$ cat src/rtl/booth_pkg.sv
// booth_pkg: shared types and sizing helpers for the sequential Booth multiplier.
// Build option: define BOOTH_RADIX4_EN for modified Booth radix-4 recoding;
// leave it undefined for the plain radix-2 datapath.
package booth_pkg;

  typedef enum logic [1:0] {
    IDLE,
    CALC,
    DONE
  } state_t;

  // Radix-4 digit for {q[1], q[0], q0}: 0, +1, +1, +2, -2, -1, -1, 0
  localparam int R4_DIGIT [8] = '{0, 1, 1, 2, -2, -1, -1, 0};

  // Internal operand width after sign/zero extension
  function automatic int booth_n(input int width);
`ifdef BOOTH_RADIX4_EN
    return width + 2;
`else
    return width + 1;
`endif
  endfunction

  // Accumulator width; radix-4 carries one guard bit for the +/-2M digits
  function automatic int booth_aw(input int width);
`ifdef BOOTH_RADIX4_EN
    return width + 3;
`else
    return width + 1;
`endif
  endfunction

  // Number of Booth steps per product
  function automatic int booth_iter(input int width);
`ifdef BOOTH_RADIX4_EN
    return (width + 2) / 2;
`else
    return width + 1;
`endif
  endfunction

endpackage

$ cat src/rtl/booth_mult_seq_if.sv
// booth_mult_seq_if: operand/result handshake bundle for booth_mult_seq.
// The master side supplies operands and consumes results; the slave is the multiplier.
interface booth_mult_seq_if #(
  parameter int WIDTH = 8
);

  logic               clear;
  logic               in_valid;
  logic               in_ready;
  logic               is_signed;
  logic [WIDTH-1:0]   M;
  logic [WIDTH-1:0]   Q;
  logic               out_valid;
  logic               out_ready;
  logic [2*WIDTH-1:0] result;
  logic               busy;

  modport master (
    output clear, in_valid, is_signed, M, Q, out_ready,
    input  in_ready, out_valid, result, busy
  );

  modport slave (
    input  clear, in_valid, is_signed, M, Q, out_ready,
    output in_ready, out_valid, result, busy
  );

endinterface

$ cat src/rtl/booth_step.sv
// booth_step: one purely combinational Booth iteration (add/subtract, then arithmetic shift).
// Build option: BOOTH_RADIX4_EN selects the radix-4 step (shift by 2), otherwise radix-2.
module booth_step
  import booth_pkg::*;
#(
  parameter int N  = 9,
  parameter int AW = 9
) (
  input  logic [AW-1:0] a,
  input  logic [N-1:0]  q_reg,
  input  logic          q0,
  input  logic [N-1:0]  m_reg,
  output logic [AW-1:0] a_next,
  output logic [N-1:0]  q_reg_next,
  output logic          q0_next
);

  logic [AW-1:0] m_ext;
  logic [AW-1:0] m_neg;
  logic [AW-1:0] sum;

`ifdef BOOTH_RADIX4_EN

  logic [AW-1:0] m2;
  logic [AW-1:0] m2_neg;
  int            digit;

  assign m_ext  = {m_reg[N-1], m_reg};
  assign m_neg  = ~m_ext + AW'(1);
  assign m2     = {m_ext[AW-2:0], 1'b0};
  assign m2_neg = {m_neg[AW-2:0], 1'b0};

  // Select 0, +/-M or +/-2M from the recoded digit and add it to the accumulator
  always_comb begin
    digit = R4_DIGIT[{q_reg[1], q_reg[0], q0}];
    sum   = a;
    case (digit)
      1:       sum = a + m_ext;
      2:       sum = a + m2;
      -1:      sum = a + m_neg;
      -2:      sum = a + m2_neg;
      default: sum = a;
    endcase
  end

  assign a_next     = {{2{sum[AW-1]}}, sum[AW-1:2]};
  assign q_reg_next = {sum[1:0], q_reg[N-1:2]};
  assign q0_next    = q_reg[1];

`else

  assign m_ext = m_reg;
  assign m_neg = ~m_ext + AW'(1);

  // Add or subtract the multiplicand depending on the current bit pair
  always_comb begin
    sum = a;
    case ({q_reg[0], q0})
      2'b01:   sum = a + m_ext;
      2'b10:   sum = a + m_neg;
      default: sum = a;
    endcase
  end

  assign a_next     = {sum[AW-1], sum[AW-1:1]};
  assign q_reg_next = {sum[0], q_reg[N-1:1]};
  assign q0_next    = q_reg[0];

`endif

endmodule

$ cat src/rtl/booth_mult_seq.sv
// booth_mult_seq: sequential Booth multiplier with valid/ready handshakes on both sides.
// Build option: BOOTH_RADIX4_EN switches to radix-4 recoding (WIDTH must then be even).
module booth_mult_seq
  import booth_pkg::*;
#(
  parameter int WIDTH = 8
) (
  input logic             clk,
  input logic             rst,
  booth_mult_seq_if.slave bus
);

  localparam int N    = booth_n(WIDTH);
  localparam int AW   = booth_aw(WIDTH);
  localparam int ITER = booth_iter(WIDTH);
  localparam int CW   = $clog2(ITER + 1);
  localparam logic [CW-1:0] LAST_COUNT = CW'(ITER - 1);

  generate
    if (WIDTH < 2) begin : g_width_check
      $error("booth_mult_seq: WIDTH must be at least 2");
    end
`ifdef BOOTH_RADIX4_EN
    if ((WIDTH % 2) != 0) begin : g_even_check
      $error("booth_mult_seq: radix-4 build requires an even WIDTH");
    end
`endif
  endgenerate

  state_t             state;
  state_t             state_next;
  logic               accept;
  logic [AW-1:0]      a_reg;
  logic [AW-1:0]      a_step;
  logic [N-1:0]       q_reg;
  logic [N-1:0]       q_step;
  logic [N-1:0]       m_reg;
  logic               q0_reg;
  logic               q0_step;
  logic [CW-1:0]      count;
  logic [2*WIDTH-1:0] result_reg;

  booth_step #(
    .N  (N),
    .AW (AW)
  ) u_step (
    .a          (a_reg),
    .q_reg      (q_reg),
    .q0         (q0_reg),
    .m_reg      (m_reg),
    .a_next     (a_step),
    .q_reg_next (q_step),
    .q0_next    (q0_step)
  );

  // State register
  always_ff @(posedge clk or posedge rst) begin
    if (rst) begin
      state <= IDLE;
    end else begin
      state <= state_next;
    end
  end

  // Next-state logic; clear beats both operand accept and result handoff
  always_comb begin
    state_next = state;
    accept     = 1'b0;
    case (state)
      IDLE: begin
        if (!bus.clear && bus.in_valid) begin
          accept     = 1'b1;
          state_next = CALC;
        end
      end
      CALC: begin
        if (bus.clear) begin
          state_next = IDLE;
        end else if (count == '0) begin
          state_next = DONE;
        end
      end
      DONE: begin
        if (bus.clear || bus.out_ready) begin
          state_next = IDLE;
        end
      end
      default: state_next = IDLE;
    endcase
  end

  // Operand capture, per-cycle Booth step and result load on the final step
  always_ff @(posedge clk or posedge rst) begin
    if (rst) begin
      a_reg      <= '0;
      q_reg      <= '0;
      q0_reg     <= 1'b0;
      m_reg      <= '0;
      count      <= '0;
      result_reg <= '0;
    end else if (accept) begin
      a_reg  <= '0;
      q0_reg <= 1'b0;
      count  <= LAST_COUNT;
      m_reg  <= {{(N-WIDTH){bus.is_signed & bus.M[WIDTH-1]}}, bus.M};
      q_reg  <= {{(N-WIDTH){bus.is_signed & bus.Q[WIDTH-1]}}, bus.Q};
    end else if (state == CALC && !bus.clear) begin
      a_reg  <= a_step;
      q_reg  <= q_step;
      q0_reg <= q0_step;
      count  <= count - CW'(1);
      if (count == '0) begin
        result_reg <= (2*WIDTH)'({a_step, q_step});
      end
    end
  end

  assign bus.in_ready  = (state == IDLE);
  assign bus.out_valid = (state == DONE);
  assign bus.busy      = (state != IDLE);
  assign bus.result    = result_reg;

endmodule

$ cat src/flat_wrapper.sv
// flat-port wrapper written by rule: the top's interface ports become plain ports
module booth_mult_seq_flat import booth_pkg::*;
#(
  parameter int WIDTH = 8
)
  (clk, rst, bus_clear, bus_in_valid, bus_is_signed, bus_M, bus_Q, bus_out_ready, bus_in_ready, bus_out_valid, bus_result, bus_busy);
  booth_mult_seq_if #(.WIDTH(WIDTH)) bus_i ();
  input logic clk;
  input logic rst;
  input wire logic [$bits(bus_i.clear)-1:0] bus_clear;
  input wire logic [$bits(bus_i.in_valid)-1:0] bus_in_valid;
  input wire logic [$bits(bus_i.is_signed)-1:0] bus_is_signed;
  input wire logic [$bits(bus_i.M)-1:0] bus_M;
  input wire logic [$bits(bus_i.Q)-1:0] bus_Q;
  input wire logic [$bits(bus_i.out_ready)-1:0] bus_out_ready;
  output wire logic [$bits(bus_i.in_ready)-1:0] bus_in_ready;
  output wire logic [$bits(bus_i.out_valid)-1:0] bus_out_valid;
  output wire logic [$bits(bus_i.result)-1:0] bus_result;
  output wire logic [$bits(bus_i.busy)-1:0] bus_busy;
  assign bus_i.clear = bus_clear;
  assign bus_i.in_valid = bus_in_valid;
  assign bus_i.is_signed = bus_is_signed;
  assign bus_i.M = bus_M;
  assign bus_i.Q = bus_Q;
  assign bus_i.out_ready = bus_out_ready;
  assign bus_in_ready = bus_i.in_ready;
  assign bus_out_valid = bus_i.out_valid;
  assign bus_result = bus_i.result;
  assign bus_busy = bus_i.busy;
  booth_mult_seq #(.WIDTH(WIDTH)) u_core (.clk(clk), .rst(rst), .bus(bus_i));
endmodule
$ cat config.mk
export PLATFORM = sky130hd
export DESIGN_NAME = booth_mult_seq_flat
export DESIGN_NICKNAME = d
export VERILOG_FILES = /design/src/rtl/booth_pkg.sv /design/src/rtl/booth_mult_seq_if.sv /design/src/rtl/booth_step.sv /design/src/rtl/booth_mult_seq.sv /design/src/flat_wrapper.sv
export SDC_FILE = /design/constraint.sdc
export NUM_CORES = 1
export LEC_CHECK = 0
export ABC_AREA = 1
export ABC_CLOCK_PERIOD_IN_PS = 2000
export CAP_MARGIN = 20
export CORE_MARGIN = 1
export CORE_UTILIZATION = 28
export CTS_CLUSTER_SIZE = 20
export DETAILED_ROUTE_END_ITERATION = 8
export PLACE_DENSITY_LB_ADDON = 0.2
export SLEW_MARGIN = 20
export SYNTH_ARGS = -nofsm -noshare
export SYNTH_HDL_FRONTEND = slang
export SYNTH_SLANG_ARGS = --single-unit
$ cat constraint.sdc
create_clock -name clk -period 2 [get_ports clk]
set_input_delay 0.2 -clock clk [delete_from_list [all_inputs] [get_ports clk]]
set_output_delay 0.2 -clock clk [all_outputs]
set_load 0.005 [all_outputs]
### Yosys cells after proc, flatten, opt, wreduce, memory -nomap -nowiden

Index checks and enable logic that the tools add are counted.

* register bits after elaboration: 50
* output and inout port bits: 19
* logic and storage cells: 48

* reductions and logical operators: 10
* add/sub/neg operators: 4
* equal/unequal tests: 7
* bitwise operators: 4
* multiplexer cells: 16

Operator list (count)
* $mux 9: 4
* $add 9x9->9: 2
* $pmux 9 s2: 1
* $add 9x1->9 const B: 1
* $not 9->9: 1
* $mux 2: 4
* $mux 4: 2
* $pmux 2 s3: 1
* $reduce_and 3->1: 2
* $eq 2x1->1 const B: 2
* $eq 2x2->1 const B: 2
* $logic_not 4->1: 1
* $mux 1: 4
* $ne 2x1->1 const B: 2
* $reduce_bool 2->1: 2
* $sub 4x1->4 const B: 1
* $ne 3x3->1 const B: 1
* $and 1x1->1: 2
* $logic_and 1x1->1: 2
* $logic_not 2->1: 1
* $logic_not 1->1: 1
* $logic_or 1x1->1: 1
* $not 1->1: 1

### Logic depth before layout (Yosys ltp)

Gate-level depths: netlist of the first run.

* word-level depth: 6
* mapped depth: 13
* mapped depth without buffers: 13

### Modules after synthesis

From an unflattened synthesis of the first run, not the netlist that was laid out.

* cell total of the unflattened synthesis: 451
* area total of the unflattened synthesis: 3253.1 um^2

Modules (own cells, without submodules)
* booth_mult_seq: times used 1, area each 2095.8 um^2, cells an instance 239
* booth_step: times used 1, area each 1157.4 um^2, cells an instance 212

### Least setup slack after synthesis of the first run

OpenSTA, ideal clock, no wires.

* kind: reg2reg
* start point: register u_core.m_reg[0]
* end point: register u_core.a_reg[3]
* required time: 1.883 ns
* buffers on the path: 0
* stages on the path, launching flop included: 11
* arrival: 1.701 ns
* slack: 0.182 ns
* library setup time: 0.117 ns
* period minus slack after synthesis: 1.818 ns
* cell sequence: dfrtp_1 ha_1 fa_1 nand2_1 nand2_1 and2_1 or2_0 nand3_1 nand3_1 nand3_1 nand2_1

* cells in the longest elaborated chain, start to end: 6
* elaborated cells on any way between the ends: 7

Ends and longest elaborated chain
* start: declaration: RTL line booth_mult_seq.sv:37 `logic [N-1:0] m_reg;`
* start signal: assignment: RTL line booth_mult_seq.sv:105 `m_reg <= {{(N-WIDTH){bus.is_signed & bus.M[WIDTH-1]}}, bus.M};`
* $not 9->9: RTL line booth_step.sv:53 `assign m_neg = ~m_ext + AW'(1);`
* $add 9x1->9: RTL line booth_step.sv:53
* $add 9x9->9: RTL line booth_step.sv:60 `2'b10: sum = a + m_neg;`
* $pmux 9 s2 *: RTL line booth_step.sv:58 `case ({q_reg[0], q0})`
* $mux 9 *: RTL line booth_mult_seq.sv:107 `end else if (state == CALC && !bus.clear) begin`
* $mux 9 *: RTL line booth_mult_seq.sv:101 `end else if (accept) begin`
* end signal: assignment: RTL line booth_mult_seq.sv:108 `a_reg <= a_step;`
* end: declaration: RTL line booth_mult_seq.sv:33 `logic [AW-1:0] a_reg;`

Every way passes the cells marked *; elsewhere a longest branch is shown, timed or not. The select of a mux whose other input is x is not followed.
A chain may end at the register's enable or synchronous reset.

### Worst setup path in the final report of the first run

* start point: register u_core.m_reg[0]
* end point: register u_core.result_reg[12], in the netlist u_core.bus.result[12]

* cells in the longest elaborated chain, start to end: 4
* elaborated cells on any way between the ends: 5

Ends and longest elaborated chain
* $not 9->9: RTL line booth_step.sv:53
* $add 9x1->9: RTL line booth_step.sv:53
* $add 9x9->9: RTL line booth_step.sv:60
* $pmux 9 s2 *: RTL line booth_step.sv:58
* end signal: assignment: RTL line booth_mult_seq.sv:113 `result_reg <= (2*WIDTH)'({a_step, q_step});`
* end: declaration: RTL line booth_mult_seq.sv:41 `logic [2*WIDTH-1:0] result_reg;`

Every way passes the cells marked *; elsewhere a longest branch is shown, timed or not.

==> results.cfg, run 1 <==
[outcome]
run_status = finished clean

[final_layout]
insertedDiodeCount = 0
fillcell_total = 1053
layout_cells_sized_above_1 = 0.1055
finalNetCount = 478
finish.cell_count_without_fillers = 569
syn2layout_area_growth_pct = 26.24
largest_register_ffs = 16
final_design_area_no_fill_sq_mm = 0.003690

[yosys]
ys_ff_latch = 49
synth_instances = 383
ys_top_cells_by_area = sky130_fd_sc_hd__dfrtp_1, sky130_fd_sc_hd__nand2_1, sky130_fd_sc_hd__ha_1, sky130_fd_sc_hd__nand3_1, sky130_fd_sc_hd__inv_1
synth_top_area_cell = sky130_fd_sc_hd__dfrtp_1
synthesis.area_per_instance_sq_um = 7.631
dominantRegCellSynth = sky130_fd_sc_hd__dfrtp_1
synth-seq-area-share = 0.4195
synth_area_sq_mm = 0.002923
async_reset_ff_frac = 1.000
number_of_unique_standard_cell_types_used_by_synthesis = 34
synth_top_cell_area_share = 0.4195
yosys_warnings = 0
synth_enable_flop_cells = 0
postSynthNetCount = 426

[min_path]
hp-class = in -> async

[grt]
grt_max_degree = 24
grt_use_total = 0.1439
grt_antenna_before_repair = 0
number_of_global_route_vias_before_repair = 2599
grt-ovfl-total = 0
first_pass_grt_wire_length_microns = 12580

[placement]
placedCellCount = 560
dpl-instance-area_sq_mm = 0.003567
routabilityCongestion = 0.8455
hpwl_microns = 5611
portBuffers = 40
detailedPlace.worstSlack_ns = 0.06122

[worst_setup_path]
timing.critical_path.slowest_cell_delay_ns = 0.42
crit_slowest_cell = sky130_fd_sc_hd__dfrtp_1
criticalPathCategory = reg -> reg
cp_data_required_time_ns = 2.21
worstPathCellList = ha_2 -> fa_2 -> nand2_2 -> nand2_1 -> and2_1 -> or2_0 -> nand3_1 -> nand3_1 -> nand3_1 -> nand2_1
worst_setup_ep_type = flop
cp.arrival_ns = 2.08
path_delay_family = simple AND/OR/NAND/NOR gates
critical_path.startpoint_type = flop
worst_path_most_repeated_cell = sky130_fd_sc_hd__nand3_1
crit_path_max_fanout = 3
worst-path-buf-inv = 0

[floorplan]
floorplan.rows = 36
coreArea_sq_mm = 0.009955
io-pin-count = 41
initial_cell_density_of_the_core = 0.2936
die_w_microns = 104.2
die_height_microns = 104.2
fp.dieArea_sq_mm = 0.01085

[clock_tree]
clock_pin_slew_of_the_registers_on_the_worst_case_setup_and_hold_paths_ns = 0.11
cts_hold_repair.buffers = 0
clkLatencyLatePin_ns = 0.31
cts.path.max_buffers = 2
cts_buffers = 5
tritoncts = done
cts_root_buf = sky130_fd_sc_hd__clkbuf_8
h-tree-depth = 2
clock-sinks = 49

[sta]
final-setup-viol-count = 0
finalHoldViolCount = 0
period_share = 0.9369
rsz0062_at_grt = true
clock.fmax_mhz = 533.7
fin_skew_ns = 0.01359
max_slew.worst_pin.slew_ns = 0.4607
headroom_to_the_max_slew_limit = 0.6924
maxSlewViolCount = 0
final.min_clock_period_ns = 1.874
post-route-worst-setup-slack_ns = 0.1261

[route]
drt-initial-drc-count = 148
route.detailed.vias_per_inst = 4.533
detail_route.wl_per_cell_microns = 13.14
totalWireLength_microns = 7474
detailedRoute.firstPassIterationCount = 6
drt.antenna.violating_nets = 0
drt_drc_violations_left = 0
dr_total_vias = 2579

[pwr]
static-leakage-power_uw = 0.001825
power-per-cell-area_mw_per_mm2 = 1430
vdd.ir_drop.worst_mv = 0.5374

[job]
timing.max_cap.violations = 0
## repair_timing
action	4_1_cts	5_1_grt
setup endpoints to repair	0	7
setup buffers	0	1
gates resized for setup	0	7
## routing by layer
layer	up-vias	track usage	wire (microns)
met3	6	0.02193	188
li1	1331	-	-
met4	0	0.03265	55
met2	45	0.2433	3551
met5	-	0	0
met1	1197	0.1929	3679
## cell usage after synthesis, types with 2 or more instances
master                     instances
sky130_fd_sc_hd__o22ai_1           3
sky130_fd_sc_hd__inv_2             4
sky130_fd_sc_hd__dfrtp_1          49
sky130_fd_sc_hd__o221ai_1          2
sky130_fd_sc_hd__a21oi_1           9
sky130_fd_sc_hd__ha_1             19
sky130_fd_sc_hd__nand3_1          40
sky130_fd_sc_hd__clkbuf_1          4
sky130_fd_sc_hd__fa_1              2
sky130_fd_sc_hd__nand2_1         119
sky130_fd_sc_hd__nor2_1           17
sky130_fd_sc_hd__inv_1            49
sky130_fd_sc_hd__nor3_1            3
sky130_fd_sc_hd__or2_2             4
sky130_fd_sc_hd__buf_2             8
sky130_fd_sc_hd__o21bai_1          2
sky130_fd_sc_hd__o21ai_0          25
sky130_fd_sc_hd__o21ai_2           3
sky130_fd_sc_hd__o211ai_1          6
## power breakdown
group | switching (uW) | internal, uW | total, uW
Clock | 398 | 265 | 663
Sequential | 277 | 1390 | 1660
Combinational | 1680 | 1270 | 2950
## worst paths after layout
| kind | startpoint | slack (ns) | endpoint | cells after the start |
|---|---|---|---|---|
| worst min register to register | u_core.bus.result[8] | 0.49 | u_core.bus.result[8] | 2 |
| worst max register to register | u_core.m_reg[0] | 0.13 | u_core.bus.result[12] | 10 |
| worst max-delay path | u_core.m_reg[0] | 0.13 | u_core.bus.result[12] | 10 |
| min in group clk | bus_out_ready | 0.44 | u_core.state[1] | 2 |
| worst min-delay path | rst | 0.16 | u_core.bus.result[0] | 2 |
| max in group asynchronous | rst | 1.37 | u_core.bus.result[8] | 3 |
## final cells by class
cell class / count / area [sq um] / share of cell area
multi-input cells: 269 / 1460 / 0.3957
flip-flops and latches: 49 / 1226 / 0.3323
repair buffers: 57 / 540.5 / 0.1465
inverters: 53 / 198.9 / 0.05392
well taps: 133 / 166.4 / 0.04510
clock buffers: 5 / 68.82 / 0.01865
clock inverters: 3 / 28.78 / 0.007799
## cell usage in the layout, fill, tap and decap left out, types with 3 or more instances in the layout
| cell | n |
|---|---|
| sky130_fd_sc_hd__inv_2 | 5 |
| sky130_fd_sc_hd__a21oi_1 | 9 |
| sky130_fd_sc_hd__inv_1 | 48 |
| sky130_fd_sc_hd__nand2_1 | 118 |
| sky130_fd_sc_hd__o21ai_2 | 3 |
| sky130_fd_sc_hd__clkbuf_8 | 5 |
| sky130_fd_sc_hd__nor3_1 | 3 |
| sky130_fd_sc_hd__nand3_1 | 39 |
| sky130_fd_sc_hd__dfrtp_1 | 49 |
| sky130_fd_sc_hd__o211ai_1 | 6 |
| sky130_fd_sc_hd__o22ai_1 | 3 |
| sky130_fd_sc_hd__ha_1 | 17 |
| sky130_fd_sc_hd__clkdlybuf4s50_1 | 40 |
| sky130_fd_sc_hd__buf_4 | 16 |
| sky130_fd_sc_hd__or2_2 | 4 |
| sky130_fd_sc_hd__nor2_1 | 17 |
| sky130_fd_sc_hd__o21ai_0 | 24 |
## per-stage QoR
stage	total power, uW	TNS (ns)	hold slack (ns)	util
finish	5275	0	0.1603	0.3707
global route	5811	-0.01220	0.1833	0.3707
CTS	5284	0	0.1697	0.3682
detailed placement	4585	0	0.4677	0.3583
global placement	4564	0	0.4621	0.3583
floorplan	3601	0	0.2840	-
## cell families (layout without fill, tap and decap cells)
| family | count (synthesis) | in the layout | synth area share |
|---|---|---|---|
| DFF | 49 | 49 | 0.4195 |
| AOI/OAI and AO/OA | 56 | 56 | 0.1147 |
| adders and majority gates | 21 | 21 | 0.09504 |
| xor gates and xnor gates | 1 | 1 | 0.002997 |
| and+or+nand+nor | 191 | 191 | 0.2808 |
| buffers and inverters | 65 | 118 | 0.08690 |
(Power assumes the default switching activity.)
==> inputs of run 2 (changes only) <==
--- a/config.mk
+++ b/config.mk
@@ -7,7 +7,6 @@
 export LEC_CHECK = 0
 export ABC_AREA = 1
 export ABC_CLOCK_PERIOD_IN_PS = 2000
-export CAP_MARGIN = 20
 export CORE_MARGIN = 1
 export CORE_UTILIZATION = 28
 export CTS_CLUSTER_SIZE = 20
==> results of run 2 <==
Final layout, timing and power as in run 1 (identical DEF).
==> inputs of run 3 (changes only) <==
--- a/config.mk
+++ b/config.mk
@@ -16,3 +16,4 @@
 export SYNTH_ARGS = -nofsm -noshare
 export SYNTH_HDL_FRONTEND = slang
 export SYNTH_SLANG_ARGS = --single-unit
+export TNS_END_PERCENT = 50
==> results of run 3 <==
Final layout, timing and power as in run 1 (identical DEF).
